--- src/rtl/eth_pkg.sv ---
// Shared types and limits for the Ethernet TX arbitration path.
//   arb_state_t    : arbiter FSM state (idle arbitration cycle / frame transfer)
//   MAX_ARB_PORTS  : largest supported requester count
package eth_pkg;

  typedef enum logic {
    ARB_IDLE,
    ARB_XFER
  } arb_state_t;

  localparam int unsigned MAX_ARB_PORTS = 8;

endpackage

--- src/rtl/eth_rr_pick.sv ---
// Combinational round-robin picker.
//   req      : per-port request vector
//   ptr      : index of the port served last (lowest priority)
//   pick     : first requesting index scanning ptr+1, ptr+2, ... modulo NUM_PORTS
//   any_req  : at least one request present (pick is 0 when clear)
module eth_rr_pick #(
  parameter int unsigned NUM_PORTS = 4,
  parameter int unsigned PTR_WIDTH = 2
) (
  input  logic [NUM_PORTS-1:0] req,
  input  logic [PTR_WIDTH-1:0] ptr,
  output logic [PTR_WIDTH-1:0] pick,
  output logic                 any_req
);

  int unsigned          idx_int;
  logic [PTR_WIDTH-1:0] idx;
  logic                 found;

  assign any_req = |req;

  always_comb begin
    pick    = '0;
    found   = 1'b0;
    idx_int = 0;
    idx     = '0;
    // i == NUM_PORTS wraps back to ptr itself, so the last-served port is scanned last.
    for (int unsigned i = 1; i <= NUM_PORTS; i++) begin
      idx_int = (32'(ptr) + i) % NUM_PORTS;
      idx     = PTR_WIDTH'(idx_int);
      if (!found && req[idx]) begin
        found = 1'b1;
        pick  = idx;
      end
    end
  end

endmodule

--- src/rtl/eth_tx_arbiter.sv ---
// Packet-granular round-robin arbiter feeding the single MAC TX AXI-Stream slave.
// The grant is held from the first beat until the tlast handshake so frames never
// interleave; one idle arbitration cycle separates consecutive frames.
//   i_tx_clk, i_tx_reset_n       : sole clock, synchronous active-low reset
//   s_axis_*                     : NUM_PORTS flattened source streams (port p at slice p)
//   m_axis_*                     : merged stream to the MAC, combinational mux on o_grant
//   o_grant                      : registered one-hot grant, 0 while idle
//   o_busy                       : high while a frame is being transferred
//   o_frame_cnt                  : per-port completed frame counters (wrapping)
module eth_tx_arbiter
  import eth_pkg::*;
#(
  parameter int unsigned DATA_WIDTH = 32,
  parameter int unsigned CTRL_WIDTH = DATA_WIDTH / 8,
  parameter int unsigned NUM_PORTS  = 4,
  parameter int unsigned CNT_WIDTH  = 16
) (
  input  logic                           i_tx_clk,
  input  logic                           i_tx_reset_n,
  input  logic [NUM_PORTS*DATA_WIDTH-1:0] s_axis_tdata,
  input  logic [NUM_PORTS*CTRL_WIDTH-1:0] s_axis_tkeep,
  input  logic [NUM_PORTS-1:0]           s_axis_tvalid,
  input  logic [NUM_PORTS-1:0]           s_axis_tlast,
  output logic [NUM_PORTS-1:0]           s_axis_trdy,
  output logic [DATA_WIDTH-1:0]          m_axis_tdata,
  output logic [CTRL_WIDTH-1:0]          m_axis_tkeep,
  output logic                           m_axis_tvalid,
  output logic                           m_axis_tlast,
  input  logic                           m_axis_trdy,
  output logic [NUM_PORTS-1:0]           o_grant,
  output logic                           o_busy,
  output logic [NUM_PORTS*CNT_WIDTH-1:0] o_frame_cnt
);

  localparam int unsigned PtrW = $clog2(NUM_PORTS);

  if (NUM_PORTS < 2 || NUM_PORTS > MAX_ARB_PORTS) begin : g_bad_num_ports
    $error("eth_tx_arbiter: NUM_PORTS must be within 2..%0d", MAX_ARB_PORTS);
  end

  arb_state_t                          state_q, state_d;
  logic [NUM_PORTS-1:0]                grant_q, grant_d;
  logic [PtrW-1:0]                     ptr_q, ptr_d;
  logic [PtrW-1:0]                     pick;
  logic                                any_req;
  logic [NUM_PORTS-1:0][CNT_WIDTH-1:0] cnt_q;
  logic                                frame_done;

  eth_rr_pick #(
    .NUM_PORTS (NUM_PORTS),
    .PTR_WIDTH (PtrW)
  ) u_rr_pick (
    .req     (s_axis_tvalid),
    .ptr     (ptr_q),
    .pick    (pick),
    .any_req (any_req)
  );

  // Datapath: AND-OR mux on the registered one-hot grant; grant is 0 while idle,
  // so every output collapses to 0 there.
  always_comb begin
    m_axis_tdata  = '0;
    m_axis_tkeep  = '0;
    m_axis_tvalid = 1'b0;
    m_axis_tlast  = 1'b0;
    for (int unsigned p = 0; p < NUM_PORTS; p++) begin
      if (grant_q[p]) begin
        m_axis_tdata  = m_axis_tdata | s_axis_tdata[p*DATA_WIDTH +: DATA_WIDTH];
        m_axis_tkeep  = m_axis_tkeep | s_axis_tkeep[p*CTRL_WIDTH +: CTRL_WIDTH];
        m_axis_tvalid = m_axis_tvalid | s_axis_tvalid[p];
        m_axis_tlast  = m_axis_tlast | s_axis_tlast[p];
      end
    end
    s_axis_trdy = grant_q & {NUM_PORTS{m_axis_trdy}};
  end

  assign o_busy     = (state_q == ARB_XFER);
  assign frame_done = o_busy & m_axis_tvalid & m_axis_trdy & m_axis_tlast;

  always_comb begin
    state_d = state_q;
    grant_d = grant_q;
    ptr_d   = ptr_q;
    case (state_q)
      ARB_IDLE: begin
        if (any_req) begin
          grant_d       = '0;
          grant_d[pick] = 1'b1;
          ptr_d         = pick;
          state_d       = ARB_XFER;
        end
      end
      ARB_XFER: begin
        if (frame_done) begin
          grant_d = '0;
          state_d = ARB_IDLE;
        end
      end
    endcase
  end

  // ptr_q doubles as the granted index during XFER.
  always_ff @(posedge i_tx_clk) begin
    if (!i_tx_reset_n) begin
      state_q <= ARB_IDLE;
      grant_q <= '0;
      ptr_q   <= PtrW'(NUM_PORTS - 1);
      cnt_q   <= '0;
    end else begin
      state_q <= state_d;
      grant_q <= grant_d;
      ptr_q   <= ptr_d;
      if (frame_done) begin
        cnt_q[ptr_q] <= cnt_q[ptr_q] + CNT_WIDTH'(1);
      end
    end
  end

  assign o_grant     = grant_q;
  assign o_frame_cnt = cnt_q;

endmodule

--- config.mk ---
export PLATFORM = sky130hd
export DESIGN_NAME = eth_tx_arbiter
export DESIGN_NICKNAME = d
export VERILOG_FILES = /design/src/rtl/eth_pkg.sv /design/src/rtl/eth_rr_pick.sv /design/src/rtl/eth_tx_arbiter.sv
export SDC_FILE = /design/constraint.sdc
export NUM_CORES = 1
export LEC_CHECK = 0
export BUFFER_PORTS_ARGS = -buffer_cell sky130_fd_sc_hd__buf_2
export CAP_MARGIN = 5
export CELL_PAD_IN_SITES_DETAIL_PLACEMENT = 1
export CELL_PAD_IN_SITES_GLOBAL_PLACEMENT = 2
export CORE_MARGIN = 4
export CORE_UTILIZATION = 20
export CTS_CLUSTER_SIZE = 25
export DETAILED_ROUTE_END_ITERATION = 8
export PLACE_DENSITY_LB_ADDON = 0.1
export SYNTH_ARGS = -nofsm -noshare
export SYNTH_HDL_FRONTEND = slang
export SYNTH_SLANG_ARGS = --single-unit
--- constraint.sdc ---
create_clock -name i_tx_clk -period 3 [get_ports i_tx_clk]
set_input_delay 0.3 -clock i_tx_clk [delete_from_list [all_inputs] [get_ports i_tx_clk]]
set_output_delay 0.3 -clock i_tx_clk [all_outputs]
set_load 0.005 [all_outputs]
* Word level (Yosys, flattened, before mapping)
Index checks and enable logic that the tools add are counted.
** Word-level totals
- Flip-flop bits (word level) :: 71
- Bits of input ports :: 155
- Output and inout bits :: 111
- Word-level logic and storage cells :: 94
** Cells by class
- Add/sub/neg operators :: 5
- Magnitude comparators :: 8
- Equal/unequal tests :: 2
- Multiplexer cells :: 44
- Bitwise gates (word level) :: 17
- Reductions and logical operators :: 11
** Operator list (number)
- $mux 32 :: 4
- $or 32x32->32 :: 3
- $bwmux 64 :: 1
- $bmux 16 s2 :: 1
- $demux 16 s2 :: 1
- $mux 16 :: 2
- $mux 4 :: 6
- $lt 2x3->1 const B :: 6
- $mux 1 :: 18
- $add 16x1->16 const B :: 1
- $or 4x4->4 :: 3
- $bmux 1 s2 :: 4
- $mux 2 :: 4
- $pmux 4 s2 :: 1
- $or 1x1->1 :: 6
- $logic_and 1x1->1 :: 5
- $add 2x1->2 const B :: 2
- $add 2x2->2 const B :: 2
- $and 4x4->4 :: 1
- $ge 2x1->1 const B :: 2
- $reduce_and 2->1 :: 2
- $reduce_or 4->1 :: 1
- $and 1x1->1 :: 3
- $logic_not 1->1 :: 3
- other kinds (5) :: 5

* Longest topological paths before layout
Gate-level depths: netlist (run 1).
- Word-level depth :: 19
- Mapped depth :: 10
- Mapped depth without buffers :: 7

* Hierarchy
A second synthesis (run 1) with hierarchy kept.
** Unflattened totals
- Cells, all modules :: 458
- Area total of the unflattened synthesis :: 4025.1 um^2
** Modules (own cells, without submodules)
- eth_tx_arbiter :: times used 1, cells each 444, area each 3943.8 um^2, sequential area each 1421.4 um^2
- eth_rr_pick :: times used 1, cells each 14, area each 81.3 um^2, sequential area each 0.0 um^2

* Worst setup path before layout (run 1)
No wires, ideal clock.
- Path type :: register to register
- From :: register ptr_q[0]
- To :: register grant_q[1] (netlist: o_grant[1])
- Library setup time :: 0.117 ns
- Data arrival time :: 2.908 ns
- Data required time :: 2.883 ns
- Slack :: -0.025 ns
- Stages on the path, launching flop included :: 10
- Path buffers :: 2
- Clock period less this slack :: 3.025 ns
- Cell sequence :: dfxtp_1 -> buf_4 -> clkbuf_1 -> inv_1 -> ha_1 -> mux4_2 -> or3_1 -> a221o_1 -> o311a_4 -> a32o_1
** On the way
- Word-level cells in the longest chain between the ends :: 19
- Elaborated cells between the ends (all ways) :: 32
- Those cells by class :: 4 x add/sub; 2 x order compare; 19 x mux; 7 x reduce/logical
** RTL lines
- start: declaration :: line eth_tx_arbiter.sv:43 : logic [PtrW-1:0] ptr_q, ptr_d;
- start signal: assignment :: line eth_tx_arbiter.sv:107 : ptr_q <= PtrW'(NUM_PORTS - 1);
- start signal: assignment :: line eth_tx_arbiter.sv:112 : ptr_q <= ptr_d;
- $add 2x1->2 :: line eth_rr_pick.sv:29 : idx_int = (32'(ptr) + i) % NUM_PORTS;
- $bmux 1 s2 :: line eth_rr_pick.sv:31 : if (!found && req[idx]) begin
- $mux 1 (not written as such) :: line eth_rr_pick.sv:31
- $mux 1 :: line eth_rr_pick.sv:31
- $logic_not 1->1 :: line eth_rr_pick.sv:31
- $logic_and 1x1->1 :: line eth_rr_pick.sv:31
- $mux 1 :: line eth_rr_pick.sv:31
- $logic_not 1->1 :: line eth_rr_pick.sv:31
- (+3 left out)
- $logic_and 1x1->1 :: line eth_rr_pick.sv:31
- $mux 2 * :: line eth_rr_pick.sv:31
- $lt 2x3->1 (not written as such) or $ge 2x1->1 (tied branches) :: line eth_tx_arbiter.sv:88 : grant_d[pick] = 1'b1;
- $logic_and 1x1->1 (not written as such) :: line eth_tx_arbiter.sv:88
- $mux 1 (not written as such) :: line eth_tx_arbiter.sv:88
- $demux 1 s2 * :: line eth_tx_arbiter.sv:88
- $mux 4 * :: line eth_tx_arbiter.sv:86 : if (any_req) begin
- $pmux 4 s2 * :: line eth_tx_arbiter.sv:84 : case (state_q)
- end signal: assignment :: line eth_tx_arbiter.sv:111 : grant_q <= grant_d;
- end: declaration :: line eth_tx_arbiter.sv:42 : logic [NUM_PORTS-1:0] grant_q, grant_d;
Mark *: on every way between the ends. The rest lies on a longest branch, timed or not. The select of a mux whose other input is x is not followed.
A chain may end at the register's enable or synchronous reset.

* Final worst setup path (run 1)
- From :: register ptr_q[1]
- To :: register grant_q[0] (netlist: o_grant[0])
Same word-level chain as after synthesis.

==> results of run 1 <==
registers in the layout, indices dropped and copies added (netlist names):
register	flops
o_busy	1
o_frame_cnt	64
o_grant	4
ptr_q	2
logic make-up after synthesis:
group,after synthesis
AO/OA/AOI/OAI,202
buffers and inverters,55
AND/OR/NAND/NOR,101
adder cells (fa/ha/maj),5
XOR/XNOR,14
multiplexers,25
flip-flops,71
final cells by class:
| type | instances | area [µm²] |
|---|---|---|
| Clock buffer | 10 | 239 |
| Sequential cell | 71 | 1420 |
| Inverter | 12 | 45.0 |
| Timing Repair Buffer | 281 | 1450 |
| Fill cell | 2506 | 14200 |
| Antenna cell | 2 | 5.00 |
| Tap cell | 270 | 338 |
| Clock inverter | 6 | 68.8 |
| Multi-Input combinational cell | 347 | 2500 |
report_power, final:
part	leakage [nW]	switching [mW]	internal (mW)
logic	2.18	0.664	0.527
registers	0.573	0.0198	0.969
clock network	0.149	0.431	0.671
total	2.90	1.12	2.17
through the flow:
stage                     cells  utilization
after CTS                   997        0.299
final                       999        0.299
after detailed placement    981        0.283
after global routing        999        0.299
after floorplan             473            -
after global placement      981        0.283
per-layer routing:
layer  track usage  vias to the layer above  routed length [µm]
li1              -                     2302                   -
met1         0.185                     2360                7610
met2         0.292                      176               10200
met3        0.0444                       17                1170
met4        0.0441                        0                 305
met5             0                        -                   0
tightest hold or removal path, stage by stage (launching register included):
cell      delay, ns
dfxtp_1        0.32
nor2_1         0.10
a211oi_1       0.05
worst paths after layout:
path	to	slack, ns	depth (start not counted)
setup reg to reg	o_grant[0]	0.39	7
hold / removal	o_frame_cnt[4]	0.51	2
hold reg to reg	o_frame_cnt[4]	0.51	2
setup / recovery	o_grant[0]	0.39	7
placed cells by master, fill, tap and decap left out, types with 2 or more instances in the layout:
cell type,netlist,layout
buf_2,0,265
a22oi_1,76,76
dfxtp_1,71,71
nand2_1,47,47
o21ai_0,47,47
a21oi_1,46,46
nor2_1,24,24
mux4_2,17,17
a211oi_1,16,16
buf_4,3,16
inv_1,12,12
xnor2_1,11,11
clkbuf_16,0,9
nand3_1,6,6
mux2i_1,6,6
ha_1,5,5
and2_1,4,4
nor3_2,0,4
nor4_1,3,3
xor2_1,3,3
diode_2,0,2
nand4_1,2,2
nor3_1,6,2
and3_1,2,2
mux4_1,2,2
o41ai_2,2,2
o211ai_1,2,2
a32o_1,2,2
clkinv_4,0,2
==> impl_metrics.ini, run 1 <==
[clock_network]
cts_setup_buffers = 0
worstSkewPairLatency_ns = 0.33
clk_path_buf_depth = 2
cts-root-buf = clkbuf_16
ctsHoldBuffers = 0
path_clk_slew_ns = 0.06
cts_resized = 0
htreeDepth = 3
clkSinkCount = 71
cts_buffers = 9
cts_tree = done

[synthesis]
synth_area_um2 = 4150
synth-simple-area-share = 0.113
synth_top_area_cell = dfxtp_1
synth_xor_area_frac = 0.0295
synth_compound_area_frac = 0.321
syn_nets = 633
synth_enable_flop_cells = 0
ys_warn_count = 0
synth_cell_types = 46
synthCells = 473
synthMuxAreaShare = 0.119
synth_seq_cells = 71
synth_top_area_share = 0.342
synth_top_family_by_area = compound AO/OA/AOI/OAI gates
synthTopCellsByArea = dfxtp_1, a22oi_1, mux4_2
dominantRegCellSynth = dfxtp_1
synth-seq-area-share = 0.342
yosysMostFrequentCell = a22oi_1
syn_area_per_cell_um2 = 8.78
synthAdderAreaFrac = 0.0151
async_flop_share = 0
synth_commonest_cells = a22oi_1, dfxtp_1, nand2_1, o21ai_0, a21oi_1

[floorplanning]
initial_utilization = 0.205
pin_count = 266
die_w_um = 152
core_um2 = 20300
die_area_um2 = 23100
row_count = 52
die_h_um = 152

[routing]
dr.pass1.iters = 4
avgViaCountPerCell = 4.86
ant_nets = 0
vias = 4855
drtIter0Drc = 171
drcViolationCount = 0
wirelength_um = 19300
route.detailed.wl_per_inst_um = 19.3

[placement]
port_buffers = 265
routabilityCongestion = 0.791
dp_slack_ns = 0.395
hpwl_um = 14800
place_area_um2 = 5750

[layout]
postLayoutCellArea_um2 = 6060
drive_gt1_frac = 0.446
syn_to_final_growth_pct = 46.1
nNetsFinal = 882

[setup_path]
crit_path_start = ptr_q[1]
critPathBufInv = 1
required_ns = 3.22
path_delay_family = compound AO/OA/AOI/OAI gates
crit_fanout = 7
cp_data_arrival_time_ns = 2.83
cp_cell_sequence = inv_1, ha_1, mux4_2, or3_1, a221o_1, o311a_4, a32o_1
critPathMaxStageDelay_ns = 0.58
crit_path_start_kind = flop
reg2reg_from = ptr_q[1]
critical_path_class = flop to flop
critPathSlowestCell = mux4_2
critPathCaptureType = flop

[timing]
fmax_ghz = 0.383
fin_skew_ns = 0.00675
fin_crit_sh = 0.870
setup-tns-final_ns = 0
rsz0062_at_grt = false
whs_ns = 0.515
maxSlewHeadroom = 0.410
tightestPinTransition_ns = 0.885
post-route-min-period_ns = 2.61
slew_viol_final = 0
setup_violations = 0
postLayoutSetupSlackWorst_ns = 0.389
finalHoldViolations = 0

[global_route]
grt_pass1_wl_um = 30200
grt_pass1_vias = 5279
grt_overflow = 0
antenna_found_initial = 2
track_usage = 0.161
grt_max_degree = 48

[status]
outcome = completed

[power]
p_leak_nw = 2.90
powerDensity_nw_per_um2 = 541
p_total_mw = 3.28
ir_drop_v = 0.000333

[run]
drv_cap = 0

[worst_hold_path]
min-delay-start = o_frame_cnt[4]
holdCritPathClass = flop to flop
Power figures use the tool's default switching activity.
==> run 2, diff against run 1 <==
--- a/config.mk
+++ b/config.mk
@@ -5,12 +5,13 @@
 export SDC_FILE = /design/constraint.sdc
 export NUM_CORES = 1
 export LEC_CHECK = 0
+export ABC_AREA = 1
 export BUFFER_PORTS_ARGS = -buffer_cell sky130_fd_sc_hd__buf_2
 export CAP_MARGIN = 5
 export CELL_PAD_IN_SITES_DETAIL_PLACEMENT = 1
 export CELL_PAD_IN_SITES_GLOBAL_PLACEMENT = 2
 export CORE_MARGIN = 4
-export CORE_UTILIZATION = 20
+export CORE_UTILIZATION = 19
 export CTS_CLUSTER_SIZE = 25
 export DETAILED_ROUTE_END_ITERATION = 8
 export PLACE_DENSITY_LB_ADDON = 0.1
==> run 2 against run 1 <==
  * Sequential share of layout area fell by 2.6 points
  * Worst setup slack better by 0.28 ns
  * Clock power up 4%
  * Synthesized area increased by 18%
  * Global-route usage grew 0.092 points
  * Sequential power about the same
  * Register-to-register slack improved by 0.28 ns
  * Die area grew 23%
  * Count of clock-buffer cells in the layout grew 2
  * Final cell count rose by 39%
==> impl_metrics.ini, run 2 <==
[clock_network]
cts-root-buf = clkbuf_16
path_clk_slew_ns = 0.07
cts_buffers = 9
ctsHoldBuffers = 0
clkSinkCount = 71
cts_resized = 0
clk_path_buf_depth = 2
cts_setup_buffers = 0
cts_tree = done
worstSkewPairLatency_ns = 0.35
htreeDepth = 3

[setup_path]
critPathSlowestCell = xor2_1
critPathMaxStageDelay_ns = 0.42
critPathCaptureType = flop
crit_path_start = ptr_q[1]
critPathBufInv = 5
required_ns = 3.30
path_delay_family = buffers and inverters
reg2reg_to = o_frame_cnt[4]
r2r_slack_ns = 0.67
cp_cell_sequence = buf_4, inv_1, nand3_1, nand2_1, inv_1, ha_1, inv_1, nor2_1, nand2_1, xor2_1, o21ai_0, inv_1
crit_fanout = 11
critical_path_class = flop to flop
reg2reg_depth = 12
crit_top_cell = inv_1
crit_path_start_kind = flop
crit_end = o_frame_cnt[4]
cp.depth = 12
cp_data_arrival_time_ns = 2.63
reg2reg_from = ptr_q[1]

[power]
ir_drop_v = 0.000309
seq_power_share = 0.266
powerDensity_nw_per_um2 = 558
combPwrFrac = 0.433
pwr-share-clk = 0.301
p_leak_nw = 3.54
p_switching_mw = 1.54
p_sw_frac = 0.405
p_int_mw = 2.26

[synthesis]
synth_top_area_share = 0.291
dominantRegCellSynth = dfxtp_1
synth_commonest_cells = nand2_1, nand3_1, dfxtp_1
synth_cell_types = 31
synthCells = 806
synth-seq-area-share = 0.291
synthTopCellsByArea = dfxtp_1, nand2_1, nand3_1
ys_warn_count = 0
synth_top_area_cell = dfxtp_1
async_flop_share = 0
syn_nets = 966
synth_seq_cells = 71
synth_area_um2 = 4880
yosysMostFrequentCell = nand2_1
syn_area_per_cell_um2 = 6.06
synth_enable_flop_cells = 0

[floorplanning]
pin_count = 266
die_w_um = 168
die_area_um2 = 28300
initial_utilization = 0.193
core_um2 = 25300
row_count = 58
die_h_um = 168

[run]
drv_cap = 0

[layout]
drive_gt1_frac = 0.318
final_cell_mix = nand2_1, buf_2, nand3_1
largest_register_ff_count = 64
nNetsFinal = 1213
filler_cell_count = 3288
seq_area_um2 = 1420
multi_input_area_um2 = 2960
syn_to_final_growth_pct = 39.5
final_common_cell = nand2_1

[timing]
rsz0062_at_grt = false
setup-tns-final_ns = 0
fin_skew_ns = 0.0108
whs_ns = 0.473
slew_viol_final = 0
setup_violations = 0
post-route-min-period_ns = 2.33
fin_crit_sh = 0.778
postLayoutSetupSlackWorst_ns = 0.666
maxSlewHeadroom = 0.577
tightestPinTransition_ns = 0.635
fmax_ghz = 0.428
finalHoldViolations = 0

[routing]
avgViaCountPerCell = 4.38
drcViolationCount = 0
vias = 6088
drtIter0Drc = 259
wirelength_um = 23600
route.detailed.wl_per_inst_um = 17.0
ant_nets = 0
dr.pass1.iters = 4

[placement]
dp_slack_ns = 0.623
routabilityCongestion = 0.790
hpwl_um = 18200
port_buffers = 265

[global_route]
track_usage = 0.162
antenna_found_initial = 3
grt_pass1_wl_um = 36400
grt_pass1_vias = 6204
grt_max_degree = 39
grt_overflow = 0

[status]
outcome = completed

[worst_hold_path]
holdCritPathClass = flop to flop
run 2: cell families after synthesis:
group,after synthesis,share of synthesized area
AND/OR/NAND/NOR,505,0.456
AO/OA/AOI/OAI,108,0.131
XOR/XNOR,3,0.00692
buffers and inverters,114,0.102
flip-flops,71,0.291
adder cells (fa/ha/maj),5,0.0128
run 2: worst min-delay path by stage:
stage / slack (ns) / to / cells after the start / from
2_1_floorplan: 0.46 / o_frame_cnt[48] / 2 / o_frame_cnt[48]
3_3_place_gp: 0.47 / o_frame_cnt[48] / 2 / o_frame_cnt[48]
3_5_place_dp: 0.47 / o_frame_cnt[48] / 2 / o_frame_cnt[48]
4_1_cts: 0.48 / o_frame_cnt[48] / 2 / o_frame_cnt[48]
5_1_grt: 0.51 / o_frame_cnt[48] / 2 / o_frame_cnt[48]
6_report: 0.47 / o_frame_cnt[48] / 2 / o_frame_cnt[48]
run 2: cell type report:
class,instances,share of cell area
diodes,3,0.00110
clock buffers,12,0.0376
clock inverters,4,0.00790
inverters,71,0.0391
multi-input cells,621,0.435
flip-flops and latches,71,0.209
well taps,330,0.0606
repair buffers,279,0.210
run 2: worst register-to-register path: stages, from the launching register on:
cell and delay (ns):
dfxtp_1 0.31, buf_4 0.18, inv_1 0.35, nand3_1 0.14, nand2_1 0.13, inv_1 0.05
ha_1 0.20, inv_1 0.07, nor2_1 0.04, nand2_1 0.15, xor2_1 0.42, o21ai_0 0.18
inv_1 0.07
run 2: metal layers:
layer  part of all wire  vias up  global-route usage
met3              0.061       27              0.0369
met1               0.44     2785               0.201
li1                   -     3102                   -
met5                  0        -                   0
met2               0.48      174               0.281
met4              0.017        0              0.0438
run 2: power groups by stage:
| stage | Sequential, mW | Clock (mW) | Combinational [mW] |
|---|---|---|---|
| final | 1.01 | 1.14 | 1.65 |
| after detailed placement | 1.04 | 0 | 1.70 |
| after floorplan | 1.02 | 0 | 0.985 |
| after global placement | 1.04 | 0 | 1.71 |
| after global routing | 1.02 | 1.21 | 1.88 |
| after CTS | 1.02 | 1.17 | 1.70 |
run 2: per-stage QoR:
step / power, mW / instance area, µm² / utilization / cells
6_report: 3.80 / 6810 / 0.270 / 1391
5_1_grt: 4.11 / 6810 / 0.270 / 1391
4_1_cts: 3.89 / 6810 / 0.270 / 1388
3_5_place_dp: 2.73 / 6500 / 0.257 / 1372
3_3_place_gp: 2.75 / 6500 / 0.257 / 1372
2_1_floorplan: 2.01 / 4880 / - / 806
==> run 3, diff against run 2 <==
--- a/config.mk
+++ b/config.mk
@@ -5,13 +5,13 @@
 export SDC_FILE = /design/constraint.sdc
 export NUM_CORES = 1
 export LEC_CHECK = 0
-export ABC_AREA = 1
+export ABC_AREA = 0
 export BUFFER_PORTS_ARGS = -buffer_cell sky130_fd_sc_hd__buf_2
 export CAP_MARGIN = 5
 export CELL_PAD_IN_SITES_DETAIL_PLACEMENT = 1
 export CELL_PAD_IN_SITES_GLOBAL_PLACEMENT = 2
 export CORE_MARGIN = 4
-export CORE_UTILIZATION = 19
+export CORE_UTILIZATION = 23
 export CTS_CLUSTER_SIZE = 25
 export DETAILED_ROUTE_END_ITERATION = 8
 export PLACE_DENSITY_LB_ADDON = 0.1
==> constraint.sdc (replaced) <==
create_clock -name i_tx_clk -period 2.3 [get_ports i_tx_clk]
set_input_delay 0.23 -clock i_tx_clk [delete_from_list [all_inputs] [get_ports i_tx_clk]]
set_output_delay 0.23 -clock i_tx_clk [all_outputs]
set_load 0.005 [all_outputs]
==> run 3 against run 2 <==
  * The flow now finishes with violations (negative setup slack)
  * First-iteration DRC count down 17%
  * Combinational power increased by 6%
  * Sequential power is 29% higher
  * Critical path type unchanged
  * Via count fell by 19%
  * Worst setup slack got worse by 0.76 ns
  * Clock skew down 0.0039 ns
==> impl_metrics.ini, run 3 (synthesis gave the netlist of run 1 again) <==
[floorplanning]
die_h_um = 142
row_count = 48
pin_count = 266
die_area_um2 = 20300
die_w_um = 142
initial_utilization = 0.238
core_um2 = 17500

[timing]
slew_viol_final = 0
whs_ns = 0.384
rsz0062_at_grt = true
tightestPinTransition_ns = 0.463
setup_violations = 5
fmax_ghz = 0.418
fin_crit_sh = 1.04
finalHoldViolations = 0
postLayoutSetupSlackWorst_ns = -0.0925
maxSlewHeadroom = 0.691
fin_skew_ns = 0.00683
post-route-min-period_ns = 2.39

[routing]
drtIter0Drc = 216
ant_nets = 0
dr.pass1.iters = 4
avgViaCountPerCell = 5.00
wirelength_um = 20200
drcViolationCount = 0
route.detailed.wl_per_inst_um = 20.5
vias = 4930

[clock_network]
clk_path_buf_depth = 2
cts_tree = done
clkSinkCount = 71
path_clk_slew_ns = 0.06
ctsHoldBuffers = 0
worstSkewPairLatency_ns = 0.33
cts-root-buf = clkbuf_16
htreeDepth = 3
cts_buffers = 9

[setup_path]
critPathCaptureType = flop
critPathBufInv = 1
path_delay_family = compound AO/OA/AOI/OAI gates
crit_fanout = 5
critPathMaxStageDelay_ns = 0.50
cp_data_arrival_time_ns = 2.61
cp_cell_sequence = inv_4, ha_4, mux4_2, or3_4, a221o_1, o311a_4, a32o_1
required_ns = 2.52
critPathSlowestCell = mux4_2
critical_path_class = flop to flop
crit_path_start_kind = flop

[run]
drv_cap = 0

[placement]
numPlacedInstances = 962
routabilityCongestion = 0.797
hpwl_um = 15800
port_buffers = 265

[layout]
drive_gt1_frac = 0.486
nNetsFinal = 915
syn_to_final_growth_pct = 53.0
final_cell_mix = buf_2, a22oi_1, dfxtp_1
fin_util = 0.364
final_cells = 986
filler_cell_count = 2137
largest_register_ff_count = 64
final_common_cell = buf_2

[status]
outcome = complete, but fails checks
violations = negative setup slack

[global_route]
grt_pass1_vias = 5168
grt_pass1_wl_um = 30000
grt_overflow = 0
antenna_found_initial = 1
grt_max_degree = 48
track_usage = 0.189

[power]
p_leak_nw = 3.07
ir_drop_v = 0.000334
powerDensity_nw_per_um2 = 716

[worst_hold_path]
holdCritPathClass = primary input to flop
==> run 3: changes by cell type in the layout (fill, tap and decap cells not counted), sizes merged, moves of 11 or more <==
cell,delta
nand4,-36
o21ai,+13
o21a,-36
a21oi,+11
a22oi,+76
xnor2,+11
buf,+35
inv,-58
nand3,-74
a211oi,+16
nand2,-296
mux4,+19
nor2,-15
==> run 3: final timing paths <==
path	startpoint	end	slack, ns	cells after the start
worst max-delay path	ptr_q[1]	o_grant[1]	-0.09	7
worst min-delay path	i_tx_reset_n	o_frame_cnt[33]	0.38	4
worst max register to register	ptr_q[1]	o_grant[1]	-0.09	7
worst min register to register	o_frame_cnt[4]	o_frame_cnt[4]	0.51	2
==> run 3: through the flow <==
stage	cell area [µm²]	setup slack [ns]	total power [mW]	TNS [ns]
finish	6350	-0.0925	4.55	-0.316
detailed placement	5920	-0.0953	3.02	-0.533
CTS	6270	-0.0884	4.56	-0.350
global placement	5920	-0.0353	2.99	-0.0705
global route	6350	-0.177	4.83	-0.943
floorplan	4180	-0.443	2.24	-1.93
==> run 3: area by class of cell <==
class                      count  area (µm²)  share of cell area
multi-input combinational    347        2570               0.405
inverter                      12        47.5             0.00748
antenna                        1        2.50            0.000394
sequential                    71        1420               0.224
timing repair buffer         314        1710               0.269
clock inverter                 5        82.6              0.0130
clock buffer                  11         233              0.0366
tap                          225         282              0.0443
==> run 3: where the power goes <==
group	switching (mW)	total (mW)	internal, mW	leakage (nW)
clock	0.551	1.50	0.953	0.154
sequential	0.0356	1.30	1.27	0.573
combinational	0.946	1.75	0.801	2.35
==> run 3: per-layer routing <==
| metal | vias to the layer above | wire length (µm) | share of wire | track usage |
|---|---|---|---|---|
| li1 | 2364 | - | - | - |
| met1 | 2419 | 8570 | 0.42 | 0.244 |
| met2 | 133 | 10400 | 0.52 | 0.331 |
| met3 | 14 | 1000 | 0.050 | 0.0410 |
| met4 | 0 | 200 | 0.0099 | 0.0325 |
| met5 | - | 0 | 0 | 0 |
==> run 3: worst reg2reg max path: stages (launching register included) <==
cell and delay [ns]:
dfxtp_2 0.35, inv_4 0.04, ha_4 0.26, mux4_2 0.50, or3_4 0.38, a221o_1 0.33, o311a_4 0.16, a32o_1 0.25
==> run 3: timing repair <==
| action | CTS | global route |
|---|---|---|
| endpoints found under the setup margin | 20 | 53 |
| hold endpoints to repair | 0 | 0 |
| pin swaps | 6 | 7 |
| resized for setup | 1 | 12 |
| buffers inserted | 5 | 2 |
